===== src/rtl/clkdiv_pkg.sv =====
// Shared definitions for the programmable clock divider bank.
// Contents:
//   DefaultWidth / DefaultDivisor - default counter width and post-reset divisor
//   chan_state_e                  - per-channel IDLE/RUN state
//   high_count()                  - number of high cycles in a period of length d
package clkdiv_pkg;

  localparam int unsigned DefaultWidth   = 16;
  localparam int unsigned DefaultDivisor = 20;

  typedef enum logic {
    ST_IDLE = 1'b0,
    ST_RUN  = 1'b1
  } chan_state_e;

  // High phase is ceil(d/2) cycles, so odd divisors spend the extra cycle high.
  function automatic int unsigned high_count(input int unsigned d);
    return d - (d >> 1);
  endfunction

endpackage


===== src/rtl/clkdiv_channel.sv =====
// One divider channel: IDLE/RUN FSM, phase counter, active and pending divisor.
// Ports:
//   clk_i   - system clock, rising edge
//   rst_i   - asynchronous active-high reset
//   en_i    - run request, sampled at start and at every period boundary
//   load_i  - one-cycle divisor load strobe
//   div_i   - divisor value captured when load_i is high
//   clk_o   - registered divided clock
//   tick_o  - registered one-cycle pulse in the first cycle of each period
//   busy_o  - channel is in RUN
// Width must not exceed 32 because the high-count helper works on 32-bit values.
module clkdiv_channel
  import clkdiv_pkg::*;
#(
  parameter int unsigned Width      = DefaultWidth,
  parameter int unsigned DefaultDiv = DefaultDivisor
) (
  input  logic             clk_i,
  input  logic             rst_i,
  input  logic             en_i,
  input  logic             load_i,
  input  logic [Width-1:0] div_i,
  output logic             clk_o,
  output logic             tick_o,
  output logic             busy_o
);

  chan_state_e      state_q, state_d;
  logic [Width-1:0] d_q, d_d;
  logic [Width-1:0] p_q, p_d;
  logic             pv_q, pv_d;
  logic [Width-1:0] cnt_q, cnt_d;
  logic             clk_q, clk_d;
  logic             tick_q, tick_d;

  logic [Width-1:0] dn;
  logic             boundary;
  logic             run_d;

  always_comb begin
    // Divisor that would govern a period starting at this edge.
    dn       = load_i ? div_i : (pv_q ? p_q : d_q);
    boundary = (cnt_q == d_q - Width'(1));

    state_d = state_q;
    d_d     = d_q;
    p_d     = p_q;
    pv_d    = pv_q;
    cnt_d   = cnt_q;

    if (load_i) begin
      p_d  = div_i;
      pv_d = 1'b1;
    end

    case (state_q)
      ST_IDLE: begin
        // Nothing to protect while idle, so a load lands in D directly.
        if (load_i) begin
          d_d  = div_i;
          pv_d = 1'b0;
        end
        if (en_i && (dn != '0)) begin
          state_d = ST_RUN;
          d_d     = dn;
          pv_d    = 1'b0;
          cnt_d   = '0;
        end
      end
      ST_RUN: begin
        if (boundary) begin
          // Pending (or same-edge) load is applied whether we continue or stop.
          cnt_d = '0;
          d_d   = dn;
          pv_d  = 1'b0;
          if (!(en_i && (dn != '0))) begin
            state_d = ST_IDLE;
          end
        end else begin
          cnt_d = cnt_q + Width'(1);
        end
      end
      default: begin
        state_d = ST_IDLE;
      end
    endcase

    // Outputs are registered from next state so they line up with cnt_q.
    run_d  = (state_d == ST_RUN);
    clk_d  = run_d && (cnt_d < Width'(high_count(32'(d_d))));
    tick_d = run_d && (cnt_d == '0);
  end

  always_ff @(posedge clk_i or posedge rst_i) begin
    if (rst_i) begin
      state_q <= ST_IDLE;
      d_q     <= Width'(DefaultDiv);
      p_q     <= '0;
      pv_q    <= 1'b0;
      cnt_q   <= '0;
      clk_q   <= 1'b0;
      tick_q  <= 1'b0;
    end else begin
      state_q <= state_d;
      d_q     <= d_d;
      p_q     <= p_d;
      pv_q    <= pv_d;
      cnt_q   <= cnt_d;
      clk_q   <= clk_d;
      tick_q  <= tick_d;
    end
  end

  assign clk_o  = clk_q;
  assign tick_o = tick_q;
  assign busy_o = (state_q == ST_RUN);

endmodule


===== src/rtl/clk_divider_bank.sv =====
// Bank of independent programmable clock dividers sharing one system clock.
// Ports:
//   I_CLK  - system clock, rising edge
//   rst    - asynchronous active-high reset
//   I_EN   - per-channel run request
//   I_LOAD - per-channel one-cycle divisor load strobe
//   I_DIV  - packed divisors, channel k at [k*WIDTH +: WIDTH]
//   O_CLK  - per-channel registered divided clock
//   O_TICK - per-channel registered start-of-period pulse
//   O_BUSY - per-channel RUN indication
module clk_divider_bank
  import clkdiv_pkg::*;
#(
  parameter int unsigned CHANNELS    = 4,
  parameter int unsigned WIDTH       = DefaultWidth,
  parameter int unsigned DEFAULT_DIV = DefaultDivisor
) (
  input  logic                      I_CLK,
  input  logic                      rst,
  input  logic [CHANNELS-1:0]       I_EN,
  input  logic [CHANNELS-1:0]       I_LOAD,
  input  logic [CHANNELS*WIDTH-1:0] I_DIV,
  output logic [CHANNELS-1:0]       O_CLK,
  output logic [CHANNELS-1:0]       O_TICK,
  output logic [CHANNELS-1:0]       O_BUSY
);

  for (genvar k = 0; k < CHANNELS; k++) begin : g_chan
    clkdiv_channel #(
      .Width      (WIDTH),
      .DefaultDiv (DEFAULT_DIV)
    ) u_chan (
      .clk_i  (I_CLK),
      .rst_i  (rst),
      .en_i   (I_EN[k]),
      .load_i (I_LOAD[k]),
      .div_i  (I_DIV[k*WIDTH +: WIDTH]),
      .clk_o  (O_CLK[k]),
      .tick_o (O_TICK[k]),
      .busy_o (O_BUSY[k])
    );
  end

endmodule


===== config.mk =====
export PLATFORM = sky130hd
export DESIGN_NAME = clk_divider_bank
export DESIGN_NICKNAME = d
export VERILOG_FILES = /design/src/rtl/clkdiv_pkg.sv /design/src/rtl/clkdiv_channel.sv /design/src/rtl/clk_divider_bank.sv
export SDC_FILE = /design/constraint.sdc
export NUM_CORES = 1
export LEC_CHECK = 0
export CAP_MARGIN = 20
export CORE_UTILIZATION = 45
export CTS_BUF_LIST = sky130_fd_sc_hd__clkbuf_8 sky130_fd_sc_hd__clkbuf_16
export CTS_CLUSTER_DIAMETER = 150
export DETAILED_ROUTE_END_ITERATION = 16
export GPL_TIMING_DRIVEN = 1
export PLACE_DENSITY = 0.74
export REMOVE_ABC_BUFFERS = 1
export SETUP_SLACK_MARGIN = 0.4
export SLEW_MARGIN = 30
export SYNTH_ARGS = -nofsm -noshare
export SYNTH_HDL_FRONTEND = slang
export SYNTH_HIERARCHICAL = 1
export SYNTH_SLANG_ARGS = --single-unit

===== constraint.sdc =====
create_clock -name I_CLK -period 10.35 [get_ports I_CLK]
set_input_delay 2.07 -clock I_CLK [delete_from_list [all_inputs] [get_ports I_CLK]]
set_output_delay 2.07 -clock I_CLK [all_outputs]
set_load 0.05 [all_outputs]

### Word-level counts from Yosys, hierarchy flattened

Index checks and enable logic that the tools add are counted.

* add/sub/neg operators: 12
* multiply operators: 0
* div/mod/pow operators: 0
* $lt $le $gt $ge: 4
* eq/ne operators: 4
* shifts and indexed selects: 0
* mux-type cells: 68
* bitwise gates (word level): 4
* reductions and logical operators: 20

Operator list (number)
* 16-bit 2-to-1 mux: 28
* 16-bit one-hot mux with 2 select lines: 8
* 16-bit by 1-bit adder with 16-bit output, second input constant: 4
* 16-bit equality test: 4
* 16-bit zero test: 4
* 16-bit < comparator: 4
* 16-bit nonzero test: 4
* 16-bit by 1-bit subtractor with 16-bit output, second input constant: 4
* 16-bit by 15-bit subtractor with 16-bit output: 4
* 1-bit 2-to-1 mux: 24
* 1-bit one-hot mux with 2 select lines: 8
* 1-bit logical AND: 12
* 1-bit inverter: 4

* flip-flop bits (word level): 208
* bits in latches: 0
* RAM bits: 0
* bits in read-only memories: 0
* input bits: 74
* output and inout port bits: 12
* logic and storage cells: 140
* memories: 0

### Longest topological paths before layout

Gate-level depths: netlist of run 1.

* depth after elaboration: 9
* mapped depth: 31

### By module

Netlist of run 1, hierarchy kept.

By module, submodules not included
* clkdiv_channel at g_chan[2].u_chan ...: instances 2, cells each 574, area an instance 4972.3 µm², seq. area each 1303.8 µm²
* clkdiv_channel at g_chan[1].u_chan: instances 1, cells each 561, area an instance 4743.3 µm², seq. area each 1303.8 µm²
* clkdiv_channel at g_chan[0].u_chan: instances 1, cells each 579, area an instance 4728.3 µm², seq. area each 1303.8 µm²

### Least setup slack after synthesis of run 1

No wires, ideal clock.

* path kind: input -> register
* start: input port I_LOAD[1]
* end: register g_chan[1].u_chan.clk_q
* arrival: 7138 ps
* path slack: 3130 ps
* cell stages on the path: 27
* path buffers: 4
* cells stage by stage: buf_2 > buf_2 > nand2_1 > o21ai_0 > or4_1 > o41ai_2 > buf_4 > buf_6 > mux2i_1 > mux2i_1 > ha_1 > fa_1 > nor2b_1 > o21ai_0 > a21boi_0 > o21ai_0 > a21oi_1 > a41o_1 > o21ai_0 > a311oi_1 > ha_1 > nand4_1 > nor4_1 > a221oi_1 > o21ai_0 > a211o_1 > a31oi_1

* cells in the longest elaborated chain, start to end: 8
* elaborated cells between the ends (all ways): 15
* classes of those cells: add/sub: 1; order compare: 1; mux: 10; reduce/logical: 3

Ends and longest elaborated chain
* start, declared: RTL line clk_divider_bank.sv:21 `input logic [CHANNELS-1:0] I_LOAD,`
* 16-bit 2-to-1 mux: RTL line clkdiv_channel.sv:42 `dn = load_i ? div_i : (pv_q ? p_q : d_q);`
* 16-bit nonzero test: RTL line clkdiv_channel.sv:63 `if (en_i && (dn != '0)) begin`
* 1-bit logical AND: RTL line clkdiv_channel.sv:63
* 16-bit 2-to-1 mux: RTL line clkdiv_channel.sv:63
* 16-bit one-hot mux with 2 select lines *: RTL line clkdiv_channel.sv:56 `case (state_q)`
* named net g_chan[1].u_chan.d_d[1]: RTL line clkdiv_channel.sv:29 `logic [Width-1:0] d_q, d_d;`
* 16-bit by 15-bit subtractor with 16-bit output *: RTL line clkdiv_pkg.sv:18 `return d - (d >> 1);`
* 16-bit < comparator *: RTL line clkdiv_channel.sv:90 `clk_d = run_d && (cnt_d < Width'(high_count(32'(d_d))));`
* 1-bit logical AND *: RTL line clkdiv_channel.sv:90
* named net g_chan[1].u_chan.clk_d: RTL line clkdiv_channel.sv:33 `logic clk_q, clk_d;`
* end signal, assigned: RTL line clkdiv_channel.sv:109 `clk_q <= clk_d;`
* end, declared: RTL line clkdiv_channel.sv:33

Mark *: on every way through the listed nets, which the timed path passes. The rest lies on a longest branch.
A chain may end at the register's enable or synchronous reset.

### Worst setup path after layout of run 1

Ends and elaborated chain as after synthesis.

==> results of run 1 <==
worst paths after layout:
kind,start,to,slack (ps)
min,g_chan[0].u_chan/p_q[10]$_DFFE_PP0P_,g_chan[0].u_chan/p_q[10]$_DFFE_PP0P_,520
min reg2reg,g_chan[0].u_chan/p_q[10]$_DFFE_PP0P_,g_chan[0].u_chan/p_q[10]$_DFFE_PP0P_,520
min in group asynchronous,rst,g_chan[3].u_chan/cnt_q[11]$_DFF_PP0_,2230
max,I_LOAD[1],g_chan[1].u_chan/clk_o$_DFF_PP0_,2010
max in group asynchronous,rst,g_chan[3].u_chan/busy_o$_DFF_PP0_,7540
max reg2reg,g_chan[1].u_chan/d_q[0]$_DFF_PP0_,g_chan[1].u_chan/clk_o$_DFF_PP0_,2990
Yosys cell counts (all sizes together) (18+ instances only):
library cell and instances:
nand2b 57, inv 152, nand3 80, nor2b 18
nand4 44, dfrtp 200, ha 128, a21oi 85
nor4 47, xnor2 98, buf 45, nor2 110
mux2 56, clkbuf 88, mux2i 181, xor2 79
nor3 60, o21ai 272, or3 18, a21o 45
nand2 163
metal layers:
metal	wire length, um	GRT usage [%]	share of wire [%]	up-vias
met5	0	0	0	-
met4	1330	6.57	2.5	0
met3	3080	2.95	5.9	88
met2	24400	39.1	46	504
met1	23800	32.8	45	8219
li1	-	-	-	8260
logic make-up after synthesis:
family,synth area share (%)
adder cells (fa/ha/maj),8.66
multiplexers,12.6
AO/OA/AOI/OAI,18.3
buffers and inverters,6.22
AND/OR/NAND/NOR,19.3
flip-flops,26.9
XOR/XNOR,7.98
flip-flops by register name, summed over array words and instances (netlist names):
name,flops
g_chan.u_chan/tick_o,4
g_chan.u_chan/p_q,64
g_chan.u_chan/pv_q,4
g_chan.u_chan/d_q,64
g_chan.u_chan/busy_o,4
g_chan.u_chan/clk_o,4
g_chan.u_chan/cnt_q,64
power by group through the flow:
stage	clock [mW]	sequential, mW	combinational, mW
4_1_cts	1.03	1.15	1.23
3_3_place_gp	0	1.15	1.18
6_report	0.998	1.15	1.24
5_1_grt	1.05	1.17	1.39
2_1_floorplan	0	1.10	0.911
3_5_place_dp	0	1.16	1.22
worst register-to-register path: stages (launching register included):
cell and delay (ps):
dfrtp_1 490, inv_1 110, ha_1 400, nor3b_1 310
xnor2_1 110, a2111oi_0 490, o2111ai_1 320, nor4_4 700
buf_4 390, mux2i_1 110, mux2i_1 330, inv_1 90
ha_1 340, nor2b_1 150, o21ai_0 210, a21boi_0 120
o21ai_0 270, a21oi_1 140, a41o_1 280, o21ai_0 350
a311oi_1 180, ha_1 340, nand4_1 150, nor4_1 430
a221oi_1 150, o21ai_0 100, a211o_1 120, a31oi_1 40
area by class of cell:
cell class	instances	area [um2]
Sequential cell	208	5220
Tap cell	539	674
Inverter	152	571
Fill cell	3900	20800
Clock buffer	38	850
Multi-Input combinational cell	1795	13000
Clock inverter	13	106
Timing Repair Buffer	102	958
through the flow:
step	area [um2]	setup WS, ps	util [%]	total power [mW]
floorplan	18800	2450	-	2.01
global placement	20400	1910	48.4	2.33
detailed placement	20400	1660	48.4	2.38
CTS	21400	2230	50.7	3.41
global route	21400	1570	50.7	3.61
finish	21400	2010	50.7	3.39
==> impl_metrics.py, run 1 <==
metrics = {
    "run_status": {
        "status": "complete, no violations",
    },
    "clocking": {
        "clock_latency_ps": 570,
        "clockBufferDepth": 3,
        "h-tree-depth": 1,
        "clk_pin_slew_ps": 50,
        "numCtsBuffers": 28,
        "cts_setup_buffers": 0,
        "cts.sinks": 208,
        "cts_hold_buffers": 0,
        "cts_tree": "done",
        "ctsResizeCount": 0,
        "clockRootBuffer": "clkbuf_16",
    },
    "sta": {
        "hold_viol": 0,
        "setup_tns_ps": 0,
        "setup_viol": 0,
        "max_freq_mhz": 120,
        "slew_violations": 0,
        "min_period_ps": 8340,
        "rsz0062_at_grt": "false",
        "period_share_pct": 80.6,
        "tightestPinTransition_ps": 967,
        "whs_ps": 522,
        "slew_headroom_pct": 35.5,
        "fin_skew_ps": 11.0,
    },
    "yosys": {
        "yosys_warnings": 6,
        "synth-main-ff-cell": "dfrtp_1",
        "syn-instance-count": 2288,
        "synth_area_mm2": 0.0194,
        "yosysTopAreaCellShare_pct": 25.8,
        "async_reset_ff_share_pct": 100,
        "synth-edff-count": 0,
        "synth_area_leaders": "dfrtp_1 26%, mux2i_1 9.3%, ha_1 8.2%",
        "synth_largest_area_cell": "dfrtp_1",
        "yosysSeqAreaShare_pct": 26.9,
        "ys_ff_latch": 208,
        "syn_avg_cell_area_um2": 8.49,
        "ys_types": 96,
    },
    "worst_hold_path": {
        "holdPathStages": 2,
        "worstHoldPathType": "flip-flop to flip-flop",
    },
    "place": {
        "portBuffers": 85,
        "hpwl_mm": 39.4,
        "dp.cells": 2796,
        "gp_congestion": 0.951,
    },
    "power": {
        "sw_frac_of_total_pct": 38.3,
        "pwr-share-comb_pct": 36.6,
        "power.density_cell_area_mw_per_mm2": 159,
        "pwr-share-clk_pct": 29.4,
        "internal_power_mw": 2.09,
        "seqPwrFrac_pct": 34.0,
        "vdd_drop_max_mv": 0.112,
        "p_leak_nw": 9.60,
        "power.net_switching_mw": 1.30,
    },
    "critical_path": {
        "crit_slowest_cell": "o41ai_4",
        "crit_required_ps": 10770,
        "path_depth": 24,
        "crit_chain": "buf_2 > o21ai_0 > or4_1 > o41ai_4 > buf_4 > o21ai_0 > mux2i_1 > inv_1 > ha_1 > nor2b_1 > o21ai_0 > a21boi_0 > o21ai_0 > a21oi_1 > a41o_1 > o21ai_0 > a311oi_1 > ha_1 > nand4_1 > nor4_1 > a221oi_1 > o21ai_0 > a211o_1 > a31oi_1",
        "crit_buf_inv": 3,
        "critPathArrivalTime_ps": 8770,
        "slowest_delay_ps": 790,
        "cp_max_fo": 66,
        "reg2regPathDepth": 27,
        "cp_common_cell": "o21ai_0",
        "worstSetupPathType": "primary input to flip-flop",
        "cp-end-kind": "flip-flop",
        "worst_setup_path_start_kind": "primary input",
        "cpLargestDelayFamily": "compound AO/OA/AOI/OAI gates",
    },
    "global_route": {
        "gr-usage-all-layers_pct": 23.8,
        "antenna_found_initial": 0,
        "grt_pass1_vias": 16800,
        "gr-total-overflow": 0,
        "grt_max_degree": 67,
        "grt_pass1_wl_mm": 86.5,
    },
    "route": {
        "wl_per_cell_um": 18.5,
        "dr.pass1.iters": 8,
        "drt_iter0_drc": 1363,
        "drt_wl_total_mm": 52.6,
        "vias_per_cell": 6.00,
        "ant_nets": 0,
        "drc_errors": 0,
        "vias": 17100,
    },
    "floorplan": {
        "chipWidth_um": 210,
        "rows": 75,
        "die_h_um": 210,
        "die-area_mm2": 0.0440,
        "core_area_mm2": 0.0422,
        "initial_core_util_pct": 46.0,
        "pin_count": 86,
    },
    "cells_and_area": {
        "syn_to_final_growth_pct": 10.2,
        "antenna_cells": 0,
        "finalNonFillerCells": 2847,
        "final_common_cell": "o21ai_0",
        "drive_above_1_share_pct": 8.75,
        "layout.nets": 2493,
        "most-common-layout-cells": "259 x o21ai_0, 198 x dfrtp_1, 180 x mux2i_1",
    },
    "run": {
        "max-cap-violations": 0,
    },
}
Note: power is estimated with default switching activity, not from simulation.
==> run 2, diff against run 1 <==
==> constraint.sdc (replaced) <==
create_clock -name I_CLK -period 8.1 [get_ports I_CLK]
set_input_delay 1.62 -clock I_CLK [delete_from_list [all_inputs] [get_ports I_CLK]]
set_output_delay 1.62 -clock I_CLK [all_outputs]
set_load 0.05 [all_outputs]
==> run 2 against run 1 <==
Net effect: sequential power up 28%; clock-buffer cell count down 5; critical path depth up 3; first-iteration DRC count up 2.3%; sequential share of layout area up 0.079 points; core utilization down 0.13 points; critical path type unchanged; largest power group unchanged; final cell count up 0.25%; hold slack about the same; highest routed layer unchanged; global-route usage down 0.15 points; worst setup slack worse by 1200 ps.
==> impl_metrics.py, run 2 (synthesized netlist as in run 1, its figures left out) <==
metrics = {
    "critical_path": {
        "critPathArrivalTime_ps": 7680,
        "critPathLaunch": "I_LOAD[2]",
        "cp_common_cell": "o21ai_0",
        "slowest_delay_ps": 470,
        "worst_setup_path_start_kind": "primary input",
        "crit_buf_inv": 4,
        "cp-end-kind": "flip-flop",
        "worstSetupPathType": "primary input to flip-flop",
        "crit_slowest_cell": "o41a_1",
        "crit_required_ps": 8530,
        "r2r_slack_ps": 910,
        "cp_max_fo": 44,
        "reg2reg_from": "g_chan[1].u_chan/d_q[0]$_DFF_PP0_",
        "cpLargestDelayFamily": "compound AO/OA/AOI/OAI gates",
    },
    "route": {
        "vias_per_cell": 6.02,
        "wl_per_cell_um": 18.2,
        "vias": 17200,
        "drt_iter0_drc": 1395,
        "drc_errors": 0,
        "dr.pass1.iters": 5,
        "ant_nets": 0,
        "drt_wl_total_mm": 52.0,
    },
    "worst_hold_path": {
        "worstHoldPathType": "flip-flop to flip-flop",
        "hp-start": "g_chan[1].u_chan/p_q[4]$_DFFE_PP0P_",
    },
    "clocking": {
        "cts_tree": "done",
        "numCtsBuffers": 27,
        "clockBufferDepth": 3,
        "clock_latency_ps": 550,
        "clockRootBuffer": "clkbuf_16",
        "cts.sinks": 208,
        "h-tree-depth": 1,
        "clk_pin_slew_ps": 50,
    },
    "power": {
        "internal_power_mw": 2.54,
        "p_leak_nw": 9.60,
        "fin_total_pwr_mw": 4.18,
        "sw_frac_of_total_pct": 39.2,
        "seqPwrFrac_pct": 35.2,
        "pwr-share-clk_pct": 27.0,
        "power.net_switching_mw": 1.64,
        "pwr-share-comb_pct": 37.9,
        "vdd_drop_max_mv": 0.158,
        "power.density_cell_area_mw_per_mm2": 196,
    },
    "sta": {
        "period_share_pct": 89.5,
        "slew_violations": 0,
        "fin_skew_ps": 11.7,
        "min_period_ps": 7250,
        "slew_headroom_pct": 35.3,
        "setup_viol": 0,
        "max_freq_mhz": 138,
        "tightestPinTransition_ps": 971,
        "setup_tns_ps": 0,
        "hold_viol": 0,
        "rsz0062_at_grt": "true",
    },
    "floorplan": {
        "core_area_mm2": 0.0422,
        "rows": 75,
        "chipWidth_um": 210,
        "initial_core_util_pct": 46.0,
        "die-area_mm2": 0.0440,
        "die_h_um": 210,
        "pin_count": 86,
    },
    "cells_and_area": {
        "layout.nets": 2501,
        "reg_top3": "g_chan.u_chan/cnt_q x64, g_chan.u_chan/d_q x64, g_chan.u_chan/p_q x64",
        "drive_above_1_share_pct": 8.94,
        "antenna_cells": 0,
        "syn_to_final_growth_pct": 9.92,
        "final_common_cell": "o21ai_0",
        "most-common-layout-cells": "259 x o21ai_0, 197 x dfrtp_1, 180 x mux2i_1",
    },
    "place": {
        "hpwl_mm": 38.9,
        "portBuffers": 85,
        "gp_congestion": 0.977,
    },
    "global_route": {
        "grt_pass1_wl_mm": 86.0,
        "gr-usage-all-layers_pct": 23.6,
        "grt_max_degree": 59,
        "gr-total-overflow": 0,
        "grt_pass1_vias": 16600,
        "antenna_found_initial": 0,
    },
    "run_status": {
        "status": "complete, no violations",
    },
    "run": {
        "max-cap-violations": 0,
    },
}
## run 2: per-stage QoR
stage	util [%]	std cells	setup WS (ps)	cell area [um2]	hold slack, ps
floorplan	-	2155	647	18800	497
global placement	48.6	2805	449	20500	509
detailed placement	48.6	2805	291	20500	515
CTS	50.5	2854	887	21300	527
global route	50.5	2854	319	21300	540
finish	50.5	2854	854	21300	522
## run 2: layout make-up
class / count / area (um2)
tap: 539 / 674
fill: 3908 / 20900
inverter: 152 / 571
timing repair buffer: 111 / 1030
multi-input combinational: 1795 / 13000
clock inverter: 16 / 67.6
clock buffer: 33 / 758
sequential: 208 / 5220
## run 2: power groups by stage
stage,clock network [mW],registers [mW],logic (mW)
after floorplan,0,1.40,1.16
after global placement,0,1.47,1.51
after detailed placement,0,1.47,1.56
after CTS,1.16,1.46,1.58
after global routing,1.21,1.49,1.77
final,1.13,1.47,1.58
## run 2: what timing repair did
item,4_1_cts,5_1_grt
resized for setup,0,2
setup endpoints to repair,0,2
hold buffers,0,0
setup buffers,0,0
endpoints found under the hold margin,0,0
## run 2: worst paths after layout
path	end	cells past startpoint
max in group asynchronous	g_chan[0].u_chan/d_q[4]$_DFF_PP1_	3
min in group asynchronous	g_chan[0].u_chan/tick_o$_DFF_PP0_	2
min reg2reg	g_chan[1].u_chan/p_q[4]$_DFFE_PP0P_	2
min	g_chan[1].u_chan/p_q[4]$_DFFE_PP0P_	2
max reg2reg	g_chan[1].u_chan/clk_o$_DFF_PP0_	26
max	g_chan[2].u_chan/clk_o$_DFF_PP0_	27
## run 2: routing by layer
layer | vias up | share of wire, % | track usage [%]
met5 | - | 0 | 0
met3 | 80 | 5.0 | 2.68
li1 | 8280 | - | -
met4 | 0 | 2.2 | 5.94
met2 | 481 | 46 | 38.1
met1 | 8338 | 47 | 33.6
## run 2: worst min-delay path, delay by kind of cell (launching register included)
family,cells,cell delay (ps)
AO/OA/AOI/OAI,1,60
buffers and inverters,1,50
flip-flops,1,370
